--- src/rtl/bits_pkg.sv ---
// bits_pkg: shared widths, types and field masking for the bit packer
package bits_pkg;

    localparam int WORD_W  = 32;
    localparam int FIELD_W = 15;
    localparam int LEN_W   = 4;
    localparam int ACC_W   = 64;
    localparam int FILL_W  = 6;

    typedef logic [LEN_W-1:0]   len_t;
    typedef logic [WORD_W-1:0]  word_t;
    typedef logic [FIELD_W-1:0] field_t;

    // Keeps the low len bits of a field; bits at index >= len are cleared.
    function automatic field_t field_mask(len_t len);
        return ~({FIELD_W{1'b1}} << len);
    endfunction

endpackage

--- src/rtl/bits_outreg.sv ---
// bits_outreg: single-entry output holding register with valid/stall handshake
module bits_outreg
    import bits_pkg::*;
(
    input  logic  clk,
    input  logic  rst,
    input  logic  load_i,
    input  word_t word_i,
    input  logic  stall_i,
    output logic  push_o,
    output word_t data_o,
    output logic  empty_o,
    output logic  draining_o
);

    logic  push_q, push_d;
    word_t data_q, data_d;

    // A loaded word stays valid until a cycle with no stall consumes it.
    always_comb begin
        push_d = load_i | (push_q & stall_i);
        data_d = load_i ? word_i : data_q;
    end

    // Holding register state.
    always_ff @(posedge clk or posedge rst) begin
        if (rst) begin
            push_q <= 1'b0;
            data_q <= '0;
        end else begin
            push_q <= push_d;
            data_q <= data_d;
        end
    end

    assign push_o     = push_q;
    assign data_o     = data_q;
    assign empty_o    = ~push_q;
    assign draining_o = push_q & ~stall_i;

endmodule

--- src/rtl/bits_pack.sv ---
// bits_pack: packs 0..15-bit fields LSB-first into 32-bit words.
// Optional partial-word flush is enabled with BITS_PACK_FLUSH_EN.
module bits_pack
    import bits_pkg::*;
(
    input  logic               clk,
    input  logic               rst,
    input  logic               pushin,
    input  logic [LEN_W-1:0]   lenin,
    input  logic [FIELD_W-1:0] datain,
`ifdef BITS_PACK_FLUSH_EN
    input  logic               flushin,
`endif
    output logic               stopout,
    input  logic               stallin,
    output logic               pushout,
    output logic [WORD_W-1:0]  dataout
);

    logic              push_q;
    len_t              len_q;
    field_t            data_q;
    logic [ACC_W-1:0]  acc_q, acc_d, acc_m;
    logic [FILL_W-1:0] fill_q, fill_d;
    logic [FILL_W:0]   fill_m;
    logic              merge, ext, load, out_empty, out_draining, can_load, flush_emit;

`ifdef BITS_PACK_FLUSH_EN
    logic flush_q, pend_q, pend_d, pend_clr;

    // A pending flush emits the zero-padded tail once no full word remains.
    always_comb begin
        flush_emit = pend_q && fill_q != '0 && fill_q < FILL_W'(WORD_W) && can_load;
        pend_clr   = pend_q && fill_q < FILL_W'(WORD_W) && (fill_q == '0 || can_load);
        pend_d     = flush_q | (pend_q & ~pend_clr);
    end

    // Flush request travels with its field, then waits as a pending flag.
    always_ff @(posedge clk or posedge rst) begin
        if (rst) begin
            flush_q <= 1'b0;
            pend_q  <= 1'b0;
        end else begin
            flush_q <= flushin;
            pend_q  <= pend_d;
        end
    end

    assign stopout = (fill_q > FILL_W'(33)) | flush_q | pend_q;
`else
    assign flush_emit = 1'b0;
    assign stopout    = fill_q > FILL_W'(33);
`endif

    // Input stage: every edge, with unused high field bits cleared.
    always_ff @(posedge clk or posedge rst) begin
        if (rst) begin
            push_q <= 1'b0;
            len_q  <= '0;
            data_q <= '0;
        end else begin
            push_q <= pushin;
            len_q  <= lenin;
            data_q <= datain & field_mask(lenin);
        end
    end

    // Merge at the fill point and extract a word from the pre-merge low bits on the same edge.
    always_comb begin
        can_load = out_empty | out_draining;
        merge    = push_q && len_q != '0;
        acc_m    = merge ? (acc_q | (ACC_W'(data_q) << fill_q)) : acc_q;
        fill_m   = {1'b0, fill_q} + (merge ? (FILL_W+1)'(len_q) : '0);
        ext      = fill_q >= FILL_W'(WORD_W) && can_load;
        load     = ext | flush_emit;
        acc_d    = ext ? (acc_m >> WORD_W) : flush_emit ? '0 : acc_m;
        fill_d   = ext ? FILL_W'(fill_m - (FILL_W+1)'(WORD_W)) : flush_emit ? '0 : FILL_W'(fill_m);
    end

    // Accumulator and fill count.
    always_ff @(posedge clk or posedge rst) begin
        if (rst) begin
            acc_q  <= '0;
            fill_q <= '0;
        end else begin
            acc_q  <= acc_d;
            fill_q <= fill_d;
        end
    end

    bits_outreg u_outreg (
        .clk        (clk),
        .rst        (rst),
        .load_i     (load),
        .word_i     (acc_q[WORD_W-1:0]),
        .stall_i    (stallin),
        .push_o     (pushout),
        .data_o     (dataout),
        .empty_o    (out_empty),
        .draining_o (out_draining)
    );

endmodule
--- config.mk ---
export PLATFORM = sky130hd
export DESIGN_NAME = bits_pack
export DESIGN_NICKNAME = d
export VERILOG_FILES = /design/src/rtl/bits_pkg.sv /design/src/rtl/bits_outreg.sv /design/src/rtl/bits_pack.sv
export SDC_FILE = /design/constraint.sdc
export NUM_CORES = 1
export LEC_CHECK = 0
export CAP_MARGIN = 20
export CELL_PAD_IN_SITES_DETAIL_PLACEMENT = 0
export CELL_PAD_IN_SITES_GLOBAL_PLACEMENT = 1
export CORE_UTILIZATION = 33
export DETAILED_ROUTE_END_ITERATION = 8
export DONT_BUFFER_PORTS = 1
export GPL_ROUTABILITY_DRIVEN = 1
export PLACE_DENSITY = 0.58
export RECOVER_POWER = 50
export SETUP_SLACK_MARGIN = 0.05
export SLEW_MARGIN = 20
export SYNTH_ARGS = -nofsm -noshare
export SYNTH_HDL_FRONTEND = slang
export SYNTH_HIERARCHICAL = 1
export SYNTH_SLANG_ARGS = --single-unit
export TNS_END_PERCENT = 50
--- constraint.sdc ---
create_clock -name clk -period 3.14 [get_ports clk]
set_input_delay 0.314 -clock clk [delete_from_list [all_inputs] [get_ports clk]]
set_output_delay 0.314 -clock clk [all_outputs]
set_load 0.01 [all_outputs]
======== Word level (Yosys, flattened, before mapping) ========
Cells that the tools add are included.
cells by class
  order comparisons ....................... 2
  mux-type cells .......................... 4
  reduce and logical (&&, ||, !) cells .... 4
  add/subtract/negate cells ............... 2
  shift operators ......................... 2
  bitwise logic cells ..................... 9
operators by type and width
  kind                                                       count
  two-way mux 64 bit                                         2
  bitwise OR 64 bit                                          1
  left shift 15 x 6 -> 64 bit                                1
  AND 15 bit                                                 1
  NOT 15 bit                                                 1
  left shift 15 x 4 -> 15 bit (first input constant)         1
  adder 6 x 4 -> 6 bit                                       1
  greater-or-equal comparator 6 bit (second input constant)  1
  greater-than comparator 6 bit (second input constant)      1
  two-way mux 6 bit                                          1
  subtractor 6 bit (second input constant)                   1
  two-way mux 4 bit                                          1
  nonzero test 4 bit                                         1
  AND 1 bit                                                  2
  logical AND 1 bit                                          2
  NOT 1 bit                                                  2
  bitwise OR 1 bit                                           2
  nonzero test 2 bit                                         1
storage, ports and cells
  output and inout bits ................... 34
  logic and storage cells ................. 31
  input port bits ......................... 23
  flip-flop bits (word level) ............. 123

======== Depth between registers and ports, before layout ========
  word-level depth ........................ 6
  depth in mapped cells ................... 8
  mapped depth without buffers ............ 8

======== Modules after synthesis ========
Netlist, hierarchy kept.
modules (own cells, without submodules)
  module       instances  area an instance (um^2)  sequential area each (um^2)  cells an instance
  bits_pack    1          5091.1                   2252.2                       537
  bits_outreg  1          1387.6                   825.8                        73

======== Worst setup path after synthesis ========
Ideal clock, no wire load.
  path type ............................... flip-flop to flip-flop
  from .................................... register fill_q[0]
  to ...................................... register acc_q[11]
  setup time .............................. 0.130 ns
  data arrival time ....................... 1.939 ns
  stages on the path, launching flop included .. 9
  setup slack ............................. 1.072 ns
  period minus slack after synthesis ...... 2.068 ns
  required time ........................... 3.010 ns
  buffers on the path ..................... 2
  cells stage by stage .................... dfrtp_1 buf_6 buf_12 mux4_2 mux2_4 mux2i_2 o21ai_2 a211oi_2 o22ai_1
on the way
  cells in the longest elaborated chain, start to end .. 4
  elaborated cells between the ends (all ways) .. 7
  those cells by class .................... 1 x order compare; 1 x shift; 2 x mux; 1 x bitwise; 2 x reduce/logical
ends and longest elaborated chain
  what                         RTL line         RTL
  start: declaration           bits_pack.sv:24  logic [FILL_W-1:0] fill_q, fill_d;
  start signal: assignment     bits_pack.sv:87  fill_q <= fill_d;
  left shift 15 x 6 -> 64 bit  bits_pack.sv:72  acc_m = merge ? (acc_q | (ACC_W'(data_q) << fill_q)) : acc_q;
  bitwise OR 64 bit            bits_pack.sv:72
  two-way mux 64 bit           bits_pack.sv:72
  two-way mux 64 bit           bits_pack.sv:76  acc_d = ext ? (acc_m >> WORD_W) : flush_emit ? '0 : acc_m;
  end signal: assignment       bits_pack.sv:83  acc_q <= '0;
  end signal: assignment       bits_pack.sv:86  acc_q <= acc_d;
  end: declaration             bits_pack.sv:23  logic [ACC_W-1:0] acc_q, acc_d, acc_m;
Parallel ways exist; a longest one is shown, timed or not. The select of a mux whose other input is x is not followed.
A chain may end at the register's enable or synchronous reset.

======== Worst setup path after layout ========
  from .................................... register fill_q[0]
  to ...................................... register acc_q[22]
The elaborated chain is that of the path after synthesis.

==> results.tsv <==
metric	value	unit
synth_common_cells	dfrtp_1 (123), nor2_1 (73), nand2_1 (47), a21oi_1 (37), mux2_4 (30)	
grt_max_degree	51	
worstHoldStart	datain[14]	
cts_max_level	4	
synth_edf_count	0	
synth_compound_area_frac	0.170	
syn-cell-area	6480	um2
max_stage_delay	0.68	ns
ys.warnings.count	6	
post-route-util	0.393	
worstSetupEndpointType	flop	
place_hpwl	12900	um
netlist_instances	610	
root_buffer	clkbuf_16	
netlist_top_cells_area	dfrtp_1 (48%), mux2_4 (7.0%), nor2_1 (4.2%)	
synthArstFlopShare	1.00	
initial_utilization	0.342	
cpMostUsedCell	o22ai_1	
gp_congestion	0.832	
pin_count	57	
final.setup_skew	0.0214	ns
drive_above_1_share	0.182	
synth_mux_area_frac	0.158	
fp-row-count	50	
path_class	reg -> reg	
avgRoutedWirePerCell	20.5	um
synth_flop_cell	dfrtp_1	
grt_pass1_wl	29400	um
path_cells	buf_12, mux4_2, mux2i_1, o22ai_1, and2_1, nor3_1, o22ai_1	
max_slew_margin	-0.315	
drc	0	
cts_tree	yes	
synth_most_common_cell	dfrtp_1	
setup_viol_count_final	0	
leakage	3.22	nW
clk_pin_slew	0.06	ns
rsz0062_at_grt	false	
synth_cell_types	69	
vias	4842	
synth.largest_area_cell	dfrtp_1	
final.setup.tns	0	ns
crit_arrival	2.93	ns
viasPerCell	5.43	
drtIter0Drc	372	
path_delay_family	multiplexers	
critical-path-slowest-cell	dfrtp_1	
portBuffers	0	
synth_top_area_frac	0.475	
hold_path.class	in -> reg	
synth_fa_ha_area_frac	0.0108	
violations	capacitance limit, slew limit	
drtPass1Iterations	5	
startpoint	fill_q[0]	
cts_buffer_depth	2	
wl_met1	8660	um
wl_met2	8530	um
core_area	19000	um2
grt_usage	0.195	
seq_area_frac_synth	0.475	
period_share	0.836	
cp.required	3.44	ns
hold_violations	0	
p_total	8.30	mW
routed_wl	18300	um
clk_latency	0.43	ns
ant_nets	0	
fp.dieArea	20200	um2
highest_layer	met4	
die_w	142	um
crit_fanout	16	
die_y	142	um
r2r_start	fill_q[0]	
antenna_found_initial	0	
cts_num_sinks	123	
grt_overflow	0	
synth_seq_cells	123	
synthSimpleGateAreaFrac	0.130	
grt_pass1_vias	5010	
start_kind	flop	
fin_crit	2.62	ns
synth_top_family_by_area	compound AO/OA/AOI/OAI gates	
synth_xor_area_frac	0.00541	
powerDensity	1110	nW/um2
fmax	381	MHz
nNetsFinal	649	
worst_pin_slew	1.96	ns
synth.net_count	638	
syn_to_final_growth	14.9	%
cts-resized-gates	0	
cts_made_buffers	17	
met3_wirelength	739	um
syn_avg_cell_area	10.6	um2
drv_slew	41	
critPathBufInv	1	
antenna_cells	0	
vdd_drop_max	0.460	mV
setup_slack	0.515	ns
dp_worst_setup_slack	0.492	ns
status	finished, violations left	
drv_cap	1	
area by class of cell:
class	instances	area [um2]
well taps	260	325
clock buffers	23	488
repair buffers	34	302
fillers	1877	11500
flip-flops and latches	123	3080
inverters	20	77.6
multi-input cells	425	3080
clock inverters	7	90.1
path summary, 6_finish.rpt:
path | end | depth (start not counted) | slack (ns)
max | acc_q[22] | 7 | 0.52
min | data_q[14] | 2 | 0.009
max reg2reg | acc_q[22] | 7 | 0.52
min reg2reg | acc_q[55] | 2 | 0.48
max in group asynchronous | data_q[2] | 3 | 1.30
min in group asynchronous | u_outreg/data_o[18] | 2 | 0.48
cells by family (layout without fill, tap and decap cells):
logic type / Yosys count / count (layout)
AND/OR/NAND/NOR: 185 / 185
AO/OA/AOI/OAI: 164 / 164
flip-flops: 123 / 123
multiplexers: 67 / 67
buffers and inverters: 62 / 84
adder cells (fa/ha/maj): 5 / 5
XOR/XNOR: 4 / 4
layer usage:
layer,track usage,vias up
met5,0,-
met4,0.0747,0
met3,0.0394,23
met2,0.298,126
met1,0.270,2453
li1,-,2240
cell usage in the layout, fill, tap and decap left out, types with 5 or more instances in the layout:
master	count
nor2b_1	7
nor2_1	73
mux2i_1	13
nand2b_1	5
nand3_1	10
dlygate4sd3_1	10
nor3_1	11
o21ai_0	26
nand2_1	47
clkbuf_16	17
nor3b_1	5
mux2_4	30
buf_4	21
mux2_2	9
a21oi_1	37
dfrtp_1	123
o22ai_1	26
a22oi_1	8
and3_1	7
inv_1	17
a31oi_1	8
a2bb2oi_1	8
mux4_2	11
and2_1	10
o21a_1	5
state kept, by name (all words and copies together) (netlist names):
name and flops:
data_q 15, u_outreg/data_o 32, fill_q 6, u_outreg/push_o 1, len_q 4, push_q 1, acc_q 64
power by group:
group	switching [mW]	internal, mW	total, mW
combinational	1.96	1.56	3.53
clock	0.713	1.24	1.95
sequential	0.602	2.22	2.82
total	3.28	5.02	8.30
metrics by stage:
step / instances / area [um2] / hold slack [ns]
after floorplan: 610 / 6480 / 0.345
after global placement: 852 / 6770 / 0.310
after detailed placement: 852 / 6770 / 0.327
after CTS: 891 / 7430 / 0.000540
after global routing: 892 / 7440 / 0.00872
final: 892 / 7440 / 0.00893
worst register-to-register path, delay by kind of cell, from the launching register on:
kind	cells	cell delay, ns
AND/OR/NAND/NOR	2	0.34
AO/OA/AOI/OAI	2	0.29
buffers and inverters	1	0.23
multiplexers	2	0.97
flip-flops	1	0.68
what timing repair did:
action,4_1_cts,5_1_grt
endpoints found under the hold margin,65,1
setup buffers,0,0
hold buffers,9,1
(Power assumes the default switching activity.)
